**src/rtl/axil_cfg_sched_pkg.sv**
```systemverilog
// Shared types and constants for the AXI-Lite configuration scheduler.
// Holds the scheduler state encoding and AXI response codes.
package axil_cfg_sched_pkg;

    typedef enum logic [2:0] {
        IDLE,
        WR,
        WR_RESP,
        RD_ADDR,
        RD_DATA,
        DONE
    } sched_state_t;

    localparam logic [1:0] RESP_OKAY   = 2'b00;
    localparam logic [1:0] RESP_EXOKAY = 2'b01;
    localparam logic [1:0] RESP_SLVERR = 2'b10;
    localparam logic [1:0] RESP_DECERR = 2'b11;

    // SLVERR and DECERR both have the upper response bit set
    function automatic logic resp_is_err(input logic [1:0] resp);
        return resp[1];
    endfunction

endpackage

```
**src/rtl/axil_cfg_sched_if.sv**
```systemverilog
// AXI-Lite bus bundle shared by the scheduler and whatever slave sits behind it.
// The master side drives valids, addresses and write data; the slave returns readies and responses.
interface axi_lite #(
    parameter int ADDR_WIDTH = 32,
    parameter int DATA_WIDTH = 32
);
    logic                    awvalid;
    logic                    awready;
    logic [ADDR_WIDTH-1:0]   awaddr;
    logic                    wvalid;
    logic                    wready;
    logic [DATA_WIDTH-1:0]   wdata;
    logic [DATA_WIDTH/8-1:0] wstrb;
    logic                    bvalid;
    logic                    bready;
    logic [1:0]              bresp;
    logic                    arvalid;
    logic                    arready;
    logic [ADDR_WIDTH-1:0]   araddr;
    logic                    rvalid;
    logic                    rready;
    logic [DATA_WIDTH-1:0]   rdata;
    logic [1:0]              rresp;

    modport master (
        output awvalid, awaddr, wvalid, wdata, wstrb, bready, arvalid, araddr, rready,
        input  awready, wready, bvalid, bresp, arready, rvalid, rdata, rresp
    );

    modport slave (
        input  awvalid, awaddr, wvalid, wdata, wstrb, bready, arvalid, araddr, rready,
        output awready, wready, bvalid, bresp, arready, rvalid, rdata, rresp
    );

endinterface

```
**src/rtl/axil_cfg_sched_rr_arb.sv**
```systemverilog
// Combinational round-robin arbiter: picks the first set request at or after ptr,
// wrapping modulo NUM_REQ, and reports it both one-hot and as a binary index.
module rr_arb #(
    parameter int NUM_REQ = 4,
    parameter int IW      = (NUM_REQ > 1) ? $clog2(NUM_REQ) : 1
) (
    input  logic [NUM_REQ-1:0] req,
    input  logic [IW-1:0]      ptr,
    output logic [NUM_REQ-1:0] grant,
    output logic [IW-1:0]      idx,
    output logic               any_req
);

    logic found;
    int   pos;

    always_comb begin
        grant = '0;
        idx   = '0;
        found = 1'b0;
        pos   = 0;
        for (int i = 0; i < NUM_REQ; i++) begin
            pos = int'(ptr) + i;
            if (pos >= NUM_REQ) pos = pos - NUM_REQ;
            if (!found && req[pos]) begin
                found      = 1'b1;
                grant[pos] = 1'b1;
                idx        = IW'(pos);
            end
        end
    end

    assign any_req = |req;

endmodule

```
**src/rtl/axil_cfg_sched.sv**
```systemverilog
// Round-robin scheduler sharing one AXI-Lite master among NUM_REQ register requesters,
// one 32-bit read or write outstanding at a time.
module axil_cfg_sched
    import axil_cfg_sched_pkg::*;
#(
    parameter int NUM_REQ    = 4,
    parameter int ADDR_WIDTH = 32,
    parameter int DATA_WIDTH = 32
) (
    input  logic                              sys_clk,
    input  logic                              ic_rst_n,
    input  logic [NUM_REQ-1:0]                req,
    input  logic [NUM_REQ-1:0]                we,
    input  logic [NUM_REQ*ADDR_WIDTH-1:0]     addr,
    input  logic [NUM_REQ*DATA_WIDTH-1:0]     wdata,
    input  logic [NUM_REQ*DATA_WIDTH/8-1:0]   wstrb,
    output logic [NUM_REQ-1:0]                done,
    output logic [DATA_WIDTH-1:0]             rdata,
    output logic                              err,
    output logic                              busy,
    axi_lite.master                           m_axil
);

    localparam int IW = (NUM_REQ > 1) ? $clog2(NUM_REQ) : 1;
    localparam int SW = DATA_WIDTH / 8;

    sched_state_t state, state_nxt;

    logic [IW-1:0]         ptr;
    logic [IW-1:0]         gnt_idx;
    logic [IW-1:0]         arb_idx;
    logic [NUM_REQ-1:0]    arb_grant;
    logic                  any_req;
    logic                  we_sel;
    logic [ADDR_WIDTH-1:0] lat_addr;
    logic [DATA_WIDTH-1:0] lat_wdata;
    logic [SW-1:0]         lat_wstrb;
    logic                  aw_done;
    logic                  w_done;

    logic aw_hs, w_hs, b_hs, ar_hs, r_hs;
    logic awvalid_c, wvalid_c, bready_c, arvalid_c, rready_c;

    rr_arb #(
        .NUM_REQ (NUM_REQ),
        .IW      (IW)
    ) u_rr_arb (
        .req     (req),
        .ptr     (ptr),
        .grant   (arb_grant),
        .idx     (arb_idx),
        .any_req (any_req)
    );

    assign we_sel = |(we & arb_grant);

    assign aw_hs = awvalid_c & m_axil.awready;
    assign w_hs  = wvalid_c  & m_axil.wready;
    assign b_hs  = bready_c  & m_axil.bvalid;
    assign ar_hs = arvalid_c & m_axil.arready;
    assign r_hs  = rready_c  & m_axil.rvalid;

    always_ff @(posedge sys_clk or negedge ic_rst_n) begin
        if (!ic_rst_n) state <= IDLE;
        else           state <= state_nxt;
    end

    // AW and W drop independently; the write phase ends once both have been accepted
    always_comb begin
        state_nxt = state;
        awvalid_c = 1'b0;
        wvalid_c  = 1'b0;
        bready_c  = 1'b0;
        arvalid_c = 1'b0;
        rready_c  = 1'b0;
        case (state)
            IDLE: begin
                if (any_req) state_nxt = we_sel ? WR : RD_ADDR;
            end
            WR: begin
                awvalid_c = !aw_done;
                wvalid_c  = !w_done;
                if ((aw_done || aw_hs) && (w_done || w_hs)) state_nxt = WR_RESP;
            end
            WR_RESP: begin
                bready_c = 1'b1;
                if (b_hs) state_nxt = DONE;
            end
            RD_ADDR: begin
                arvalid_c = 1'b1;
                if (ar_hs) state_nxt = RD_DATA;
            end
            RD_DATA: begin
                rready_c = 1'b1;
                if (r_hs) state_nxt = DONE;
            end
            DONE:    state_nxt = IDLE;
            default: state_nxt = IDLE;
        endcase
    end

    // Request fields are captured only at grant time, so requester changes mid-flight are ignored
    always_ff @(posedge sys_clk or negedge ic_rst_n) begin
        if (!ic_rst_n) begin
            ptr       <= '0;
            gnt_idx   <= '0;
            lat_addr  <= '0;
            lat_wdata <= '0;
            lat_wstrb <= '0;
            aw_done   <= 1'b0;
            w_done    <= 1'b0;
            rdata     <= '0;
            err       <= 1'b0;
        end else begin
            case (state)
                IDLE: begin
                    if (any_req) begin
                        gnt_idx   <= arb_idx;
                        ptr       <= (arb_idx == IW'(NUM_REQ - 1)) ? '0 : arb_idx + IW'(1);
                        lat_addr  <= addr[int'(arb_idx)*ADDR_WIDTH +: ADDR_WIDTH];
                        lat_wdata <= wdata[int'(arb_idx)*DATA_WIDTH +: DATA_WIDTH];
                        lat_wstrb <= wstrb[int'(arb_idx)*SW +: SW];
                        aw_done   <= 1'b0;
                        w_done    <= 1'b0;
                    end
                end
                WR: begin
                    if (aw_hs) aw_done <= 1'b1;
                    if (w_hs)  w_done  <= 1'b1;
                end
                WR_RESP: begin
                    if (b_hs) err <= resp_is_err(m_axil.bresp);
                end
                RD_DATA: begin
                    if (r_hs) begin
                        rdata <= m_axil.rdata;
                        err   <= resp_is_err(m_axil.rresp);
                    end
                end
                default: ;
            endcase
        end
    end

    always_comb begin
        done = '0;
        if (state == DONE) done[gnt_idx] = 1'b1;
    end

    assign busy = (state != IDLE);

    assign m_axil.awvalid = awvalid_c;
    assign m_axil.wvalid  = wvalid_c;
    assign m_axil.bready  = bready_c;
    assign m_axil.arvalid = arvalid_c;
    assign m_axil.rready  = rready_c;
    assign m_axil.awaddr  = lat_addr;
    assign m_axil.araddr  = lat_addr;
    assign m_axil.wdata   = lat_wdata;
    assign m_axil.wstrb   = lat_wstrb;

endmodule

```
**src/flat_wrapper.sv**
```systemverilog
// flat-port wrapper written by rule: the top's interface ports become plain ports
module axil_cfg_sched_flat import axil_cfg_sched_pkg::*;
#(
    parameter int NUM_REQ    = 4,
    parameter int ADDR_WIDTH = 32,
    parameter int DATA_WIDTH = 32
)
  (sys_clk, ic_rst_n, req, we, addr, wdata, wstrb, done, rdata, err, busy, m_axil_awvalid, m_axil_awaddr, m_axil_wvalid, m_axil_wdata, m_axil_wstrb, m_axil_bready, m_axil_arvalid, m_axil_araddr, m_axil_rready, m_axil_awready, m_axil_wready, m_axil_bvalid, m_axil_bresp, m_axil_arready, m_axil_rvalid, m_axil_rdata, m_axil_rresp);
  axi_lite #(.ADDR_WIDTH(ADDR_WIDTH), .DATA_WIDTH(DATA_WIDTH)) m_axil_i ();
  input  logic sys_clk;
  input  logic ic_rst_n;
  input  logic [NUM_REQ-1:0] req;
  input  logic [NUM_REQ-1:0] we;
  input  logic [NUM_REQ*ADDR_WIDTH-1:0] addr;
  input  logic [NUM_REQ*DATA_WIDTH-1:0] wdata;
  input  logic [NUM_REQ*DATA_WIDTH/8-1:0] wstrb;
  output logic [NUM_REQ-1:0] done;
  output logic [DATA_WIDTH-1:0] rdata;
  output logic err;
  output logic busy;
  output wire logic [$bits(m_axil_i.awvalid)-1:0] m_axil_awvalid;
  output wire logic [$bits(m_axil_i.awaddr)-1:0] m_axil_awaddr;
  output wire logic [$bits(m_axil_i.wvalid)-1:0] m_axil_wvalid;
  output wire logic [$bits(m_axil_i.wdata)-1:0] m_axil_wdata;
  output wire logic [$bits(m_axil_i.wstrb)-1:0] m_axil_wstrb;
  output wire logic [$bits(m_axil_i.bready)-1:0] m_axil_bready;
  output wire logic [$bits(m_axil_i.arvalid)-1:0] m_axil_arvalid;
  output wire logic [$bits(m_axil_i.araddr)-1:0] m_axil_araddr;
  output wire logic [$bits(m_axil_i.rready)-1:0] m_axil_rready;
  input wire logic [$bits(m_axil_i.awready)-1:0] m_axil_awready;
  input wire logic [$bits(m_axil_i.wready)-1:0] m_axil_wready;
  input wire logic [$bits(m_axil_i.bvalid)-1:0] m_axil_bvalid;
  input wire logic [$bits(m_axil_i.bresp)-1:0] m_axil_bresp;
  input wire logic [$bits(m_axil_i.arready)-1:0] m_axil_arready;
  input wire logic [$bits(m_axil_i.rvalid)-1:0] m_axil_rvalid;
  input wire logic [$bits(m_axil_i.rdata)-1:0] m_axil_rdata;
  input wire logic [$bits(m_axil_i.rresp)-1:0] m_axil_rresp;
  assign m_axil_awvalid = m_axil_i.awvalid;
  assign m_axil_awaddr = m_axil_i.awaddr;
  assign m_axil_wvalid = m_axil_i.wvalid;
  assign m_axil_wdata = m_axil_i.wdata;
  assign m_axil_wstrb = m_axil_i.wstrb;
  assign m_axil_bready = m_axil_i.bready;
  assign m_axil_arvalid = m_axil_i.arvalid;
  assign m_axil_araddr = m_axil_i.araddr;
  assign m_axil_rready = m_axil_i.rready;
  assign m_axil_i.awready = m_axil_awready;
  assign m_axil_i.wready = m_axil_wready;
  assign m_axil_i.bvalid = m_axil_bvalid;
  assign m_axil_i.bresp = m_axil_bresp;
  assign m_axil_i.arready = m_axil_arready;
  assign m_axil_i.rvalid = m_axil_rvalid;
  assign m_axil_i.rdata = m_axil_rdata;
  assign m_axil_i.rresp = m_axil_rresp;
  axil_cfg_sched #(.NUM_REQ(NUM_REQ), .ADDR_WIDTH(ADDR_WIDTH), .DATA_WIDTH(DATA_WIDTH)) u_core (.sys_clk(sys_clk), .ic_rst_n(ic_rst_n), .req(req), .we(we), .addr(addr), .wdata(wdata), .wstrb(wstrb), .done(done), .rdata(rdata), .err(err), .busy(busy), .m_axil(m_axil_i));
endmodule
```
**config.mk**
```make
export PLATFORM = sky130hd
export DESIGN_NAME = axil_cfg_sched_flat
export DESIGN_NICKNAME = d
export VERILOG_FILES = /design/src/rtl/axil_cfg_sched_pkg.sv /design/src/rtl/axil_cfg_sched_if.sv /design/src/rtl/axil_cfg_sched_rr_arb.sv /design/src/rtl/axil_cfg_sched.sv /design/src/flat_wrapper.sv
export SDC_FILE = /design/constraint.sdc
export NUM_CORES = 1
export LEC_CHECK = 0
export ABC_AREA = 1
export CORE_AREA = 2 2 179 181
export DETAILED_ROUTE_END_ITERATION = 16
export DIE_AREA = 0 0 181 183
export GPL_ROUTABILITY_DRIVEN = 0
export HOLD_SLACK_MARGIN = 0.06
export SKIP_CTS_REPAIR_TIMING = 1
export SYNTH_ARGS = -nofsm -noshare
export SYNTH_HDL_FRONTEND = slang
export SYNTH_HIERARCHICAL = 1
export SYNTH_SLANG_ARGS = --single-unit
```
**constraint.sdc**
```tcl
create_clock -name sys_clk -period 3.3 [get_ports sys_clk]
set_input_delay 0.825 -clock sys_clk [delete_from_list [all_inputs] [get_ports sys_clk]]
set_output_delay 0.825 -clock sys_clk [all_outputs]
set_load 0.05 [all_outputs]
```
Word-level counts from Yosys, hierarchy flattened
Cells that the tools add are included.
- logic and storage cells: 144
- input bits: 323
- register bits after elaboration: 110
- output and inout port bits: 143
- shifts and indexed selects: 3
- add/subtract/negate cells: 8
- bitwise operators: 9
- equality and inequality tests: 13
- multiplexer cells: 59
- $lt $le $gt $ge: 14
- reductions and logical operators: 28
- operator list (kind ; number):
    128-bit by 8-bit indexed part select with 32-bit output ; 2
    32-bit by 1-bit >= comparator with 1-bit output (second input constant) ; 4
    32-bit by 4-bit less-than comparator with 1-bit output (second input constant) ; 4
    32-bit two-way mux ; 4
    1-bit two-way mux ; 26
    4-bit two-way mux ; 5
    16-bit by 5-bit indexed part select with 4-bit output ; 1
    3-bit two-way mux ; 5
    3-bit one-hot mux with 5 select lines ; 1
    2-bit by 1-bit != test with 1-bit output (second input constant) ; 7
    2-bit two-way mux ; 6
    4-bit bitwise OR ; 3
    3-bit by 3-bit subtractor with 4-bit output (second input constant) ; 3
    1-bit demux with 2-bit select ; 5
    3-bit >= comparator (second input constant) ; 3
    1-bit logical AND ; 9
    3-bit AND reduction ; 3
    1-bit binary-select mux with 2-bit select ; 4
    4-bit OR reduction ; 2
    2-bit by 2-bit adder with 3-bit output (second input constant) ; 2
    3-bit by 2-bit == test with 1-bit output (second input constant) ; 2
    3-bit == test (second input constant) ; 2
    1-bit one-hot mux with 2 select lines ; 3
    1-bit bitwise AND ; 5
    16 further kinds ; 23

Logic depth before layout (Yosys ltp)
Gate-level depths: netlist of the first run.
- depth in word-level cells: 20
- mapped depth: 18
- mapped depth without buffers: 14

Hierarchy
Netlist of the first run, hierarchy kept.
- modules (own cells, without submodules) (module ; times used ; cells an instance ; seq. area each (um2) ; area each (um2)):
    axil_cfg_sched ; 1 ; 933 ; 2752.6 ; 6561.3
    rr_arb ; 1 ; 86 ; 0.0 ; 520.5

Worst setup path after synthesis of the first run
OpenSTA, ideal clock, no wires.
- kind: register to register
- start: reg u_core.ptr[1]
- end: reg u_core.lat_wdata[0] (netlist: u_core/m_axil.wdata[0])
- data required time: 3.182 ns
- stages on the path, launching flop included: 18
- buffers on the path: 3
- setup time: 0.118 ns
- arrival time: 2.456 ns
- path slack: 0.727 ns
- period minus slack after synthesis: 2.573 ns
- cell sequence: dfrtp_1 inv_1 ha_1 inv_1 nand3_1 nand2_1 nand3_1 nor2_1 nor2_1 nor2_1 buf_6 inv_2 buf_6 buf_2 o21ai_1 o22ai_1 nand2_1 nand2_1
- cells in the longest elaborated chain, start to end: 16
- elaborated cells between the ends (all ways): 41
- those cells by class: add/sub (7); order compare (4); shift (1); mux (23); reduce/logical (6)
- RTL lines (element ; RTL line ; RTL):
    from (decl) ; axil_cfg_sched.sv:29 ; logic [IW-1:0] ptr;
    from (signal assigned) ; axil_cfg_sched.sv:119 ; ptr <= (arb_idx == IW'(NUM_REQ - 1)) ? '0 : arb_idx + IW'(1);
    branches (longest 14 deep; another with 3-bit by 3-bit subtractor with 4-bit output) ; - ;
    2-bit two-way mux (*) ; axil_cfg_sched_rr_arb.sv:25 ; if (!found && req[pos]) begin
    via u_core.arb_idx[0] ; axil_cfg_sched.sv:31 ; logic [IW-1:0] arb_idx;
    128-bit by 8-bit indexed part select with 32-bit output (*) ; axil_cfg_sched.sv:121 ; lat_wdata <= wdata[int'(arb_idx)*DATA_WIDTH +: DATA_WIDTH];
    to (signal assigned) ; axil_cfg_sched.sv:121 ;
    to (decl) ; axil_cfg_sched.sv:36 ; logic [DATA_WIDTH-1:0] lat_wdata;
Mark *: on every way through the listed nets, which the timed path passes. The select of a mux whose other input is x is not followed.
A chain may end at the register's enable or synchronous reset.

Worst setup path in the final report of the first run
- start: reg u_core.state[0]
- end: out done[1]
- cells in the longest elaborated chain, start to end: 2
- RTL lines (element ; RTL line ; RTL):
    from (decl) ; axil_cfg_sched.sv:27 ; sched_state_t state, state_nxt;
    from (signal assigned) ; axil_cfg_sched.sv:65 ; else state <= state_nxt;
    3-bit == test ; axil_cfg_sched.sv:147 ; if (state == DONE) done[gnt_idx] = 1'b1;
    4-bit two-way mux ; axil_cfg_sched.sv:147 ;
    to (decl) ; flat_wrapper.sv:17 ; output logic [NUM_REQ-1:0] done;
Every way passes these cells.

==> results of run 1 <==
[flip-flops by register name, summed over array words and instances, names as in the netlist]
name	flops
u_core/aw_done	1
u_core/err	1
u_core/gnt_idx	2
u_core/m_axil.araddr	32
u_core/m_axil.wdata	32
u_core/m_axil.wstrb	4
u_core/ptr	2
u_core/rdata	32
u_core/state	3
u_core/w_done	1
[cell families after synthesis]
group | share of synthesized area [%]
AOI/OAI and AO/OA | 17.19
adders and majority gates | 1.590
buffers and inverters | 10.69
DFF | 38.87
and+or+nand+nor | 31.66
[final timing paths]
kind	end	depth (start not counted)	slack [ps]
setup / recovery	done[1]	3	190
hold / removal	u_core/m_axil.araddr[9]	1	390
setup reg to reg	u_core/m_axil.araddr[2]	15	600
hold reg to reg	u_core/rdata[10]	2	480
max in group asynchronous	u_core/m_axil.wdata[7]	2	2230
min in group sys_clk	u_core/rdata[10]	2	480
[metrics by stage]
| step | util [%] | area, um^2 |
|---|---|---|
| finish | 39.32 | 12280 |
| global route | 39.30 | 12270 |
| CTS | 39.30 | 12270 |
| detailed placement | 38.31 | 11960 |
| global placement | 38.31 | 11960 |
| floorplan | - | 7082 |
[cell usage in the layout, fill, tap and decap left out, types with 3 or more instances in the layout]
cell type        count
nor3_1               4
nor2_1             147
nand3_1             63
a21boi_0             4
nand2_1            316
clkinv_8             3
clkbuf_16            9
dfrtp_1            110
o21ai_1             47
buf_4               30
inv_1               20
inv_2                4
inv_6                3
nand2_2              4
o21ai_0             96
o22ai_1             68
a21oi_1              6
ha_1                 9
nand2_4              3
clkdlybuf4s50_1    462
buf_12               8
[power groups by stage]
stage / logic [uW] / registers [uW] / clock network, uW
global placement: 12500 / 2520 / 0
detailed placement: 12500 / 2530 / 0
floorplan: 6620 / 4440 / 0
CTS: 12500 / 2520 / 1220
finish: 12500 / 2510 / 1150
global route: 13500 / 2600 / 1260
[worst register-to-register path: stages (launching register included)]
cell	delay, ps
dfrtp_1	420
inv_6	30
ha_1	340
inv_1	130
nand3_1	80
nand2_1	130
nand3_1	80
nor2_1	120
nor2_1	80
nor2_4	170
buf_4	290
o21ai_0	150
o22ai_1	320
buf_4	180
nand2_1	50
nand2_1	70
[area by class of cell]
class | instances | area (um^2)
well taps | 402 | 503.0
diodes | 2 | 5.005
clock inverters | 7 | 86.33
repair buffers | 500 | 5010
clock buffers | 9 | 225.2
inverters | 26 | 105.1
multi-input cells | 781 | 3592
flip-flops and latches | 110 | 2753
fillers | 3249 | 18950
[routing by layer]
layer,routed length (um),vias up,part of all wire [%],GRT usage (%)
met5,0,-,0,0
met1,13230,3882,42,22.42
met4,673,0,2.2,4.846
met2,15220,338,49,31.92
li1,-,4148,-,-
met3,1996,36,6.4,3.813
==> key figures, run 1 <==
Timing
  – Final min period: 3106 ps
  – Final max-slew violation count: 0
  – Clock skew: about 17 ps
  – Worst Tran Pin Value: a little under 700 ps
  – RSZ-0062 raised after global routing: false
  – Setup WS post-layout: 194.1 ps
  – Final Hold Violating Endpoints: 0
  – Final setup vio count: 0
  – Sum of negative setup slack: 0 ps
  – Rel. slew slack: 54.93%
  – Hold_ws: 389.5 ps
  – Fmax: between 300 and 400 MHz
  – Tcrit/Tclk final: about 94%

Critical path
  – Worst path bufs/invs: 1
  – CP max FO: 7
  – Largest delay contributor family on the critical path: buffers and inverters
  – Worst setup SP type: register
  – Crit path DAT: around 2300 ps
  – Critical path class: register to output port
  – Worst setup EP type: output port
  – Start point of the critical path: u_core/state[0]
  – R2r startpoint: u_core/ptr[0]
  – Slowest stage cell, crit path: clkdlybuf4s50_1
  – Critical path's largest stage delay: between 800 and 900 ps
  – Worst EP required: ~2500 ps
  – Crit-path cells: nand3_1, nor3_1, clkdlybuf4s50_1

CTS
  – Clk slew on worst S/H paths: ~90 ps
  – Clock latency on the worst-skew pair: 360 ps
  – CTS root buf: clkbuf_16
  – H-tree Lvls: 3
  – Clock sink total: 110
  – Clk buf depth: 2
  – Num CTS Buffers: 9
  – CTS tree: done

Yosys
  – Sequential share of the synthesized area: between 30% and 40%
  – Most common cell in the netlist: nand2_1
  – Synthesized instance count: about 1000
  – Post-synth top area share: about two fifths
  – Yosys warning total: 6
  – Top cell type by total area after synthesis: dfrtp_1
  – Top cells by instance count after synthesis: 316 x nand2_1, 148 x nor2_1, 110 x dfrtp_1
  – Asr flop ratio synth: between 90% and 100%
  – Seq cells post-synth: 110
  – Syn Nets: approximately 1400
  – Synthesized area per cell: around 6.9 um^2
  – Post-synth EDFFs: 0
  – Netlist cell types: 31
  – Cell area after synthesis: between 7000 and 8000 um^2
  – Ranking of synthesized cells by area: dfrtp_1 39%, nand2_1 17%, nor2_1 7.8%
  – Ys flop type: dfrtp_1

Global routing
  – Overall Global Routing Usage: 18.09%
  – Vias in the first global route: 8386
  – GRT overflow: 0
  – Global-route wire length before repair: roughly 47000 um
  – Initial antenna violation count: 0
  – Largest net degree at the start of global routing: 66

Cells and area
  – Layout cells sized above 1: under 10%
  – Cell Count, Final, Fillers Out: about 1800
  – Net count, final: 1760
  – Area Growth Syn to Fin: 73.39%

Power
  – Sequential share of power: around 16%
  – Worst vdd ir: between 600 and 700 uV
  – Power Dens Cells: 1314 nW/um^2
  – Sw Ratio: around 57%
  – Internal: between 6000 and 7000 uW
  – Net switching power: roughly 9300 uW
  – Gate power share: about 77%
  – Design Power: about 16000 uW
  – P_leak: approximately 0.0054 uW
  – Clock power frac: between 7 and 8%

Detailed routing
  – Antenna Nets Post-Route: 0
  – Drt total wl: between 30000 and 40000 um
  – Number of iterations in the first detailed-routing pass: 5
  – Drt initial violations: ~500
  – Post-DR vias/cell: roughly 4.6
  – DR WL/cell: 16.94 um
  – DR vias: approximately 8400
  – DR DRC count: 0

Hold path
  – Worst hold path class: input port to asynchronous set/reset pin

Die
  – Core ar.: ~31000 um^2
  – Row cnt: 65
  – Io pins: about 470
  – Die area: roughly 33000 um^2
  – Initial Utilization: a little under a quarter
  – Die Y: about 180 um
  – Die W: 181 um

Job
  – Maxcap violations: 0

Outcome
  – Outcome: complete, no violations

Placed design
  – Placed cell count: ~1800
  – Pre-CTS setup slack: -82.31 ps
  – Post-DP HPWL: ~24000 um
  – Port bufs: roughly 460
Power figures use the tool's default switching activity.
==> run 2: changes to the inputs <==
--- a/config.mk
+++ b/config.mk
@@ -7,6 +7,7 @@
 export LEC_CHECK = 0
 export ABC_AREA = 1
 export CORE_AREA = 2 2 179 181
+export CTS_CLUSTER_SIZE = 12
 export DETAILED_ROUTE_END_ITERATION = 16
 export DIE_AREA = 0 0 181 183
 export GPL_ROUTABILITY_DRIVEN = 0
==> results of run 2 <==
No change in the layout: final DEF, timing and power equal those of run 1.
